$ cat src/rtl/power_enable_sequencer.sv
// power_enable_sequencer
//   Drives one-hot analog block enables from a select code. Switching between
//   blocks is break-before-make: every enable drops for DEAD_CYCLES, then one
//   enable rises, and ready is reported SETTLE_CYCLES later. Code 0 = all off.
//
// Ports
//   clk      : system clock, rising edge
//   rst_n    : asynchronous active-low reset (release synchronised internally)
//   sel_i    : requested block code
//   req_i    : single-cycle request strobe, sel_i sampled on the same edge
//   en_o     : registered enables, one-hot or zero; bit 0 never set
//   active_o : code currently applied to en_o (0 = all off)
//   busy_o   : transition in progress
//   ready_o  : idle and settled
//   err_o    : one-cycle pulse after an out-of-range request
module power_enable_sequencer #(
  parameter int SEL_W         = 4,
  parameter int N_OUT         = 16,
  parameter int DEAD_CYCLES   = 4,
  parameter int SETTLE_CYCLES = 16,
  parameter int CNT_W         = 8
) (
  input  logic             clk,
  input  logic             rst_n,
  input  logic [SEL_W-1:0] sel_i,
  input  logic             req_i,
  output logic [N_OUT-1:0] en_o,
  output logic [SEL_W-1:0] active_o,
  output logic             busy_o,
  output logic             ready_o,
  output logic             err_o
);

  typedef enum logic [1:0] {IDLE, BREAK, SETTLE} state_t;

  localparam logic [CNT_W-1:0] DEAD_LOAD   = CNT_W'(DEAD_CYCLES - 1);
  localparam logic [CNT_W-1:0] SETTLE_LOAD = CNT_W'(SETTLE_CYCLES - 1);
  localparam logic [SEL_W:0]   N_OUT_CODE  = (SEL_W + 1)'(N_OUT);

  state_t           state;
  logic [CNT_W-1:0] cnt;
  logic [SEL_W-1:0] target;
  logic             pend_valid;
  logic [SEL_W-1:0] pend_code;

  logic             sync_q1;
  logic             rst_sync_n;

  logic             sel_ok;
  logic             req_ok;
  logic             pend_any;
  logic [SEL_W-1:0] pend_next;
  logic             pend_diff;

  // Assertion reaches the FSM asynchronously through the synchroniser's clear;
  // release is seen two edges after rst_n rises.
  always_ff @(posedge clk or negedge rst_n) begin
    if (!rst_n) begin
      sync_q1    <= 1'b0;
      rst_sync_n <= 1'b0;
    end else begin
      sync_q1    <= 1'b1;
      rst_sync_n <= sync_q1;
    end
  end

  function automatic logic [N_OUT-1:0] onehot(input logic [SEL_W-1:0] code);
    logic [N_OUT-1:0] v;
    v = '0;
    for (int unsigned i = 1; i < N_OUT; i++) v[i] = (code == SEL_W'(i));
    return v;
  endfunction

  // A request arriving on the very edge a phase ends is folded into the
  // pending decision so it is not lost.
  always_comb begin
    sel_ok    = ({1'b0, sel_i} < N_OUT_CODE);
    req_ok    = req_i && sel_ok;
    pend_any  = pend_valid || req_ok;
    pend_next = req_ok ? sel_i : pend_code;
    pend_diff = pend_any && (pend_next != target);
  end

  always_ff @(posedge clk or negedge rst_sync_n) begin
    if (!rst_sync_n) begin
      state      <= IDLE;
      cnt        <= '0;
      target     <= '0;
      pend_valid <= 1'b0;
      pend_code  <= '0;
      en_o       <= '0;
      active_o   <= '0;
      busy_o     <= 1'b0;
      ready_o    <= 1'b1;
      err_o      <= 1'b0;
    end else begin
      err_o <= req_i && !sel_ok;
      case (state)
        IDLE: begin
          if (req_ok && (sel_i != active_o)) begin
            target   <= sel_i;
            state    <= BREAK;
            en_o     <= '0;
            active_o <= '0;
            busy_o   <= 1'b1;
            ready_o  <= 1'b0;
            cnt      <= DEAD_LOAD;
          end
        end
        BREAK: begin
          if (cnt != '0) begin
            cnt <= cnt - CNT_W'(1);
            if (req_ok) begin
              pend_valid <= 1'b1;
              pend_code  <= sel_i;
            end
          end else begin
            pend_valid <= 1'b0;
            if (pend_diff) begin
              target <= pend_next;
              cnt    <= DEAD_LOAD;
            end else if (target == '0) begin
              state   <= IDLE;
              busy_o  <= 1'b0;
              ready_o <= 1'b1;
            end else begin
              state    <= SETTLE;
              en_o     <= onehot(target);
              active_o <= target;
              cnt      <= SETTLE_LOAD;
            end
          end
        end
        SETTLE: begin
          if (cnt != '0) begin
            cnt <= cnt - CNT_W'(1);
            if (req_ok) begin
              pend_valid <= 1'b1;
              pend_code  <= sel_i;
            end
          end else begin
            pend_valid <= 1'b0;
            if (pend_diff) begin
              target   <= pend_next;
              state    <= BREAK;
              en_o     <= '0;
              active_o <= '0;
              cnt      <= DEAD_LOAD;
            end else begin
              state   <= IDLE;
              busy_o  <= 1'b0;
              ready_o <= 1'b1;
            end
          end
        end
        default: state <= IDLE;
      endcase
    end
  end

endmodule

$ cat config.mk
export PLATFORM = sky130hd
export DESIGN_NAME = power_enable_sequencer
export DESIGN_NICKNAME = d
export VERILOG_FILES = /design/src/rtl/power_enable_sequencer.sv
export SDC_FILE = /design/constraint.sdc
export NUM_CORES = 1
export LEC_CHECK = 0
export BUFFER_PORTS_ARGS = -buffer_cell sky130_fd_sc_hd__buf_2
export CAP_MARGIN = 20
export CORE_ASPECT_RATIO = 1.2
export CORE_UTILIZATION = 46
export DETAILED_ROUTE_END_ITERATION = 12
export PLACE_DENSITY = 0.66
export SLEW_MARGIN = 25
export SYNTH_ARGS = -nofsm -noshare
export SYNTH_HDL_FRONTEND = slang
export SYNTH_SLANG_ARGS = --single-unit
$ cat constraint.sdc
create_clock -name clk -period 2.72 [get_ports clk]
set_clock_uncertainty 0.15 [all_clocks]
set_input_delay 0.408 -clock clk [delete_from_list [all_inputs] [get_ports clk]]
set_output_delay 0.408 -clock clk [all_outputs]
set_load 0.005 [all_outputs]
=== Yosys cells after proc, flatten, opt, wreduce, memory -nomap -nowiden ===
Index checks and enable logic that the tools add are counted.

* Register bits: 43
* Bits in latches: 0
* RAM bits: 0
* Memory bits (read-only): 0
* Bits of input ports: 7
* Output and inout port bits: 23
* Logic and storage cells: 109
* Memories: 0

* Add/subtract/negate cells: 1
* Multipliers: 0
* Divide/modulo/power cells: 0
* Order comparisons: 0
* Equality and inequality tests: 32
* Shift-type cells: 0
* Mux-type cells: 49
* Bitwise gates (word level): 0
* Reduce and logical (&&, ||, !) cells: 16

{| class="wikitable"
|+ Operator list
! cell !! number
|-
| 2-to-1 mux 16 bit || 6
|-
| 2-to-1 mux 8 bit || 6
|-
| one-hot mux 16 bit (3 select lines) || 1
|-
| 2-to-1 mux 4 bit || 10
|-
| == test 4 bit, second input constant || 8
|-
| one-hot mux 8 bit (3 select lines) || 1
|-
| != test 2 bit, second input constant || 10
|-
| == test 4 x 3 -> 1 bit, second input constant || 4
|-
| 2-to-1 mux 1 bit || 15
|-
| AND reduction 7 bit || 2
|-
| one-hot mux 4 bit (3 select lines) || 1
|-
| AND reduction 4 bit || 3
|-
| 2-to-1 mux 2 bit || 5
|-
| == test 4 x 2 -> 1 bit, second input constant || 2
|-
| != test 4 bit || 2
|-
| one-hot mux 4 bit (2 select lines) || 1
|-
| nonzero test 8 bit || 1
|-
| subtractor 8 x 1 -> 8 bit, second input constant || 1
|-
| one-hot mux 1 bit (3 select lines) || 2
|-
| one-hot mux 2 bit (3 select lines) || 1
|-
| == test 4 x 1 -> 1 bit, second input constant || 1
|-
| zero test 4 bit || 1
|-
| != test 4 bit, second input constant || 1
|-
| AND reduction 2 bit || 2
|-
| 10 further kinds || 11
|}

=== Longest topological paths before layout ===
* Depth in word-level cells: 6
* Depth in mapped cells: 9
* Gate-level depth less buffers: 8

=== Worst setup path after synthesis ===
No wires, ideal clock.

* Kind: reg2reg
* Start: register cnt[0]
* End: register en_o[1]
* Setup time: 0.137 ns
* Data arrival time: 2.241 ns
* Data required time: 2.433 ns
* Path slack: 0.193 ns
* Cell stages (with the launch flop): 10
* Buffers on the path: 1
* Period minus slack after synthesis: 2.527 ns
* Cell sequence: dfrtp_1 > inv_1 > ha_1 > nor3b_1 > nand3b_1 > nor2b_1 > nand4b_2 > buf_2 > nand4_1 > o41ai_2

* Cells in the longest elaborated chain, start to end: 3
* Elaborated cells on any way between the ends: 4
* Classes of those cells: eq/ne (2); reduce/logical (2)

{| class="wikitable"
|+ Ends and longest elaborated chain
! what !! RTL line !! source
|-
| from (decl) || 41 || <nowiki>logic [CNT_W-1:0] cnt;</nowiki>
|-
| from (signal assigned) || 112 || <nowiki>cnt <= cnt - CNT_W'(1);</nowiki>
|-
| from (signal assigned) || 136 || <nowiki>cnt <= cnt - CNT_W'(1);</nowiki>
|-
| nonzero test 8 bit (*) || 111, 135 ||
|-
| != test 2 bit (no line) || - ||
|-
| AND reduction 7 bit (no line) (*) || - ||
|-
| to (signal assigned) || 128 || <nowiki>en_o <= onehot(target);</nowiki>
|-
| to (decl) || 27 || <nowiki>output logic [N_OUT-1:0] en_o,</nowiki>
|}

Every way passes the cells marked *; elsewhere a longest branch is shown, timed or not.
A chain may end at the register's enable or synchronous reset.

=== Worst setup path in the final report ===
* Start: register pend_code[2]
* End: register en_o[5]

* Cells in the longest elaborated chain, start to end: 5
* Elaborated cells on any way between the ends: 6
* Classes of those cells: eq/ne (3); mux (1); reduce/logical (2)

{| class="wikitable"
|+ Ends and longest elaborated chain
! what !! RTL line !! source
|-
| from (decl) || 44 || <nowiki>logic [SEL_W-1:0] pend_code;</nowiki>
|-
| from (signal assigned) || 115 || <nowiki>pend_code <= sel_i;</nowiki>
|-
| from (signal assigned) || 139 || <nowiki>pend_code <= sel_i;</nowiki>
|-
| 2-to-1 mux 4 bit (*) || - ||
|-
| != test 4 bit (*) || 81 || <nowiki>pend_diff = pend_any && (pend_next != target);</nowiki>
|-
| logical AND 1 bit (*) || 81 ||
|-
| != test 2 bit (no line) || - ||
|-
| AND reduction 7 bit (no line) (*) || - ||
|}

Marks and branches as above.

==> metrics.md <==
| Metric | Value |
|---|---|
| Latest clock arrival within the worst-skew pair | `0.29 ns` |
| Ranking of synthesized cells by area | `sky130_fd_sc_hd__dfrtp_1, sky130_fd_sc_hd__mux2_2, sky130_fd_sc_hd__nand3_1` |
| Worst r2r src | `pend_code[2]` |
| Maximum clock insertion buffer count | `2` |
| Core occupancy in the finished layout | `55.90%` |
| Initial cell density of the core | `47.64%` |
| Wirelength per Cell | `15.72 microns` |
| Average cell area after synthesis | `10.01 sq um` |
| Final routed wirelength across all metal layers | `5172 microns` |
| Cell taking the most area after synthesis | `sky130_fd_sc_hd__dfrtp_1` |
| Worst path arrival time | `2.54 ns` |
| Crit end category | `flip-flop` |
| Nature of the critical path startpoint | `flip-flop` |
| Cell area after placement | `2581 sq um` |
| Maximum net fanout on the critical path | `9` |
| Number of different library cells in the post-synthesis netlist | `50` |
| Run status | `completed` |
| Number of vias per cell | `5.818` |
| Vias post-DR | `1,914` |
| Count of clock tree sinks | `42` |
| Ranking of synthesized cells by instance count | `sky130_fd_sc_hd__dfrtp_1, sky130_fd_sc_hd__nand3_1, sky130_fd_sc_hd__nor2_1` |
| Crit Path Category | `flip-flop to flip-flop` |
| Netlist area before placement | `2354 sq um` |
| Layout Area Growth over Synthesis | `17.33%` |
| Main synth FF type | `sky130_fd_sc_hd__dfrtp_1` |
| Share of the clock period used by the worst path | `92.93%` |
| Most common cell in the synthesized netlist | `sky130_fd_sc_hd__dfrtp_1` |
| Worst slew margin relative to its limit | `44.20%` |
| DRC violations left | `0` |
| Total routing usage reported by global routing | `21.06%` |
| FP Rows | `28` |
| EDFF count, synth | `0` |
| NumNets Final | `280` |
| Core Footprint | `4940 sq um` |
| Total half-perimeter wirelength after legalization and detailed placement | `3816 microns` |
| Die area | `5407 sq um` |
| Total congestion overflow | `0` |
| Max Cap Viol | `0` |
| Flip-flop and latch count after synthesis | `42` |
| Setup violations, final | `0` |
| CTS tree | `done` |
| DP Cell Count | `320` |
| Final Max Tran Viols | `0` |
| Crit path required time | `2.73 ns` |
| Antenna diode count | `0` |
| Wire length of the first global-routing pass | `8638 microns` |
| Worst Max-Slew Pin Slew | `0.8294 ns` |
| Power density over the cells | `1018 nW/um^2` |
| Number of standard cells in the layout, taps in and fillers out | `329` |
| Part of the Yosys area used for sequential elements | `44.71%` |
| Setup repair after global routing missed its margin | `false` |
| Fraction of layout instances using a drive strength above 1 | `26.02%` |
| Level count of the clock H-tree | `2` |
| TritonCTS Buffers | `5` |
| Detailed-router iteration count before antenna repair | `4` |
| Critical R2R Capture | `en_o[5]` |
| IO buf count | `27` |
| Worst hold-check path type | `flip-flop to asynchronous set/reset pin` |
| Leakage power figure | `1.302 nW` |
| Area of all placed cells without fillers | `2761 sq um` |
| Number of instances in the synthesized netlist | `235` |
| Number of antenna-violating nets in the routed design | `0` |
| Peak supply drop | `0.4658 mV` |
| Time the final worst path needs with I/O delays and setup | `2.528 ns` |
| Fraction of post-synthesis cell area in the top cell type by area | `43.59%` |
| Reg2reg setup slack | `0.19 ns` |
| Clock Tree Root | `sky130_fd_sc_hd__clkbuf_8` |
| Worst R2R Path Depth | `6` |
| Synthesis warning total | `0` |
| Pin count of the biggest net entering global routing | `41` |
| Vias in the first global route | `1,863` |
| Initial detailed-routing violation count | `143` |
| Chip Width | `67.30 microns` |
| Clk slew on worst S/H paths | `0.08 ns` |
| Vert. Die Dim | `80.36 microns` |
| Final hold vios | `0` |
| Number of antenna violations at the first check in global routing | `0` |
| Final Wtd Congestion | `0.8771` |
| Number of I/O pins | `30` |
| FFs w/ async S/R, synth | `100.0%` |
| Max frequency | `395.6 MHz` |
-- through the flow --
stage          hold WS [ns]  setup TNS (ns)  setup slack, ns  power (mW)
6_report             0.1667               0           0.1924       2.811
5_1_grt              0.2148               0          0.05279       3.013
4_1_cts              0.2000               0           0.1231       2.795
3_5_place_dp        0.04663         -0.5054         -0.07172       2.178
3_3_place_gp        0.04366         -0.2200         -0.04434       2.159
2_1_floorplan      -0.03759               0           0.1925       1.813
-- worst max-delay path by stage --
stage          depth (start not counted)      end    startpoint  slack (ns)
4_1_cts                                6  en_o[9]   active_o[3]        0.12
3_5_place_dp                           7  en_o[2]         req_i       -0.07
3_3_place_gp                           7  en_o[5]         req_i       -0.04
6_report                               6  en_o[5]  pend_code[2]        0.19
5_1_grt                                6  en_o[5]  pend_code[2]        0.05
2_1_floorplan                          9  en_o[1]        cnt[0]        0.19
-- area by class of cell --
| type | count | area, sq um |
|---|---|---|
| Inverter | 10 | 37.54 |
| Tap cell | 60 | 75.07 |
| Clock inverter | 2 | 60.06 |
| Clock buffer | 6 | 82.58 |
| Fill cell | 437 | 2178 |
| Multi-Input combinational cell | 169 | 1219 |
| Timing Repair Buffer | 40 | 235.2 |
| Sequential cell | 42 | 1052 |
-- power breakdown --
part	internal, mW	switching, mW	leakage (nW)
clock	0.392	0.213	0.0714
combinational	0.523	0.779	0.684
sequential	0.767	0.138	0.546
total	1.68	1.13	1.30
-- routing by layer --
layer / up-vias / global-route usage, % / wire length (microns)
li1: 922 / - / -
met1: 952 / 25.29 / 2281
met2: 36 / 37.40 / 2705
met3: 4 / 3.835 / 136
met4: 0 / 5.957 / 48
met5: - / 0 / 0
-- registers in the layout, indices dropped and copies added, names as in the netlist --
signal	count
active_o	4
busy_o	1
en_o	15
pend_valid	1
ready_o	1
state	2
cnt	8
target	4
pend_code	4
sync_q1	1
rst_sync_n	1
-- placed cells by master (no fill, tap or decap), types with 10 or more instances in the layout --
master / instances
sky130_fd_sc_hd__buf_4: 12
sky130_fd_sc_hd__nand2_1: 12
sky130_fd_sc_hd__nand3_1: 17
sky130_fd_sc_hd__o21ai_1: 11
sky130_fd_sc_hd__o21ai_0: 12
sky130_fd_sc_hd__nand4_1: 12
sky130_fd_sc_hd__mux2_2: 10
sky130_fd_sc_hd__nor2_1: 13
sky130_fd_sc_hd__dfrtp_1: 41
sky130_fd_sc_hd__buf_2: 27
sky130_fd_sc_hd__inv_1: 10
-- kinds of logic after synthesis --
family	share of synthesized area [%]
xor+xnor	2.977
other cells	0.3191
buf+inv	4.838
flops	44.71
fa+ha+maj	2.658
mux	8.294
simple gates	18.71
compound gates	17.49
-- critical path: stages (launching register included) --
cell and delay, ns:
sky130_fd_sc_hd__dfrtp_1 0.41, sky130_fd_sc_hd__mux2i_1 0.17, sky130_fd_sc_hd__xnor2_1 0.12, sky130_fd_sc_hd__or4_1 0.71
sky130_fd_sc_hd__a21oi_4 0.32, sky130_fd_sc_hd__and3b_1 0.39, sky130_fd_sc_hd__o21ai_1 0.12
-- timing repair --
item                       in CTS  in global routing
hold endpoints to repair        2                  0
hold buffers                    1                  0
resized for setup               0                  3
setup endpoints to repair       0                 19
setup buffers                   0                  0
Power figures use the tool's default switching activity.
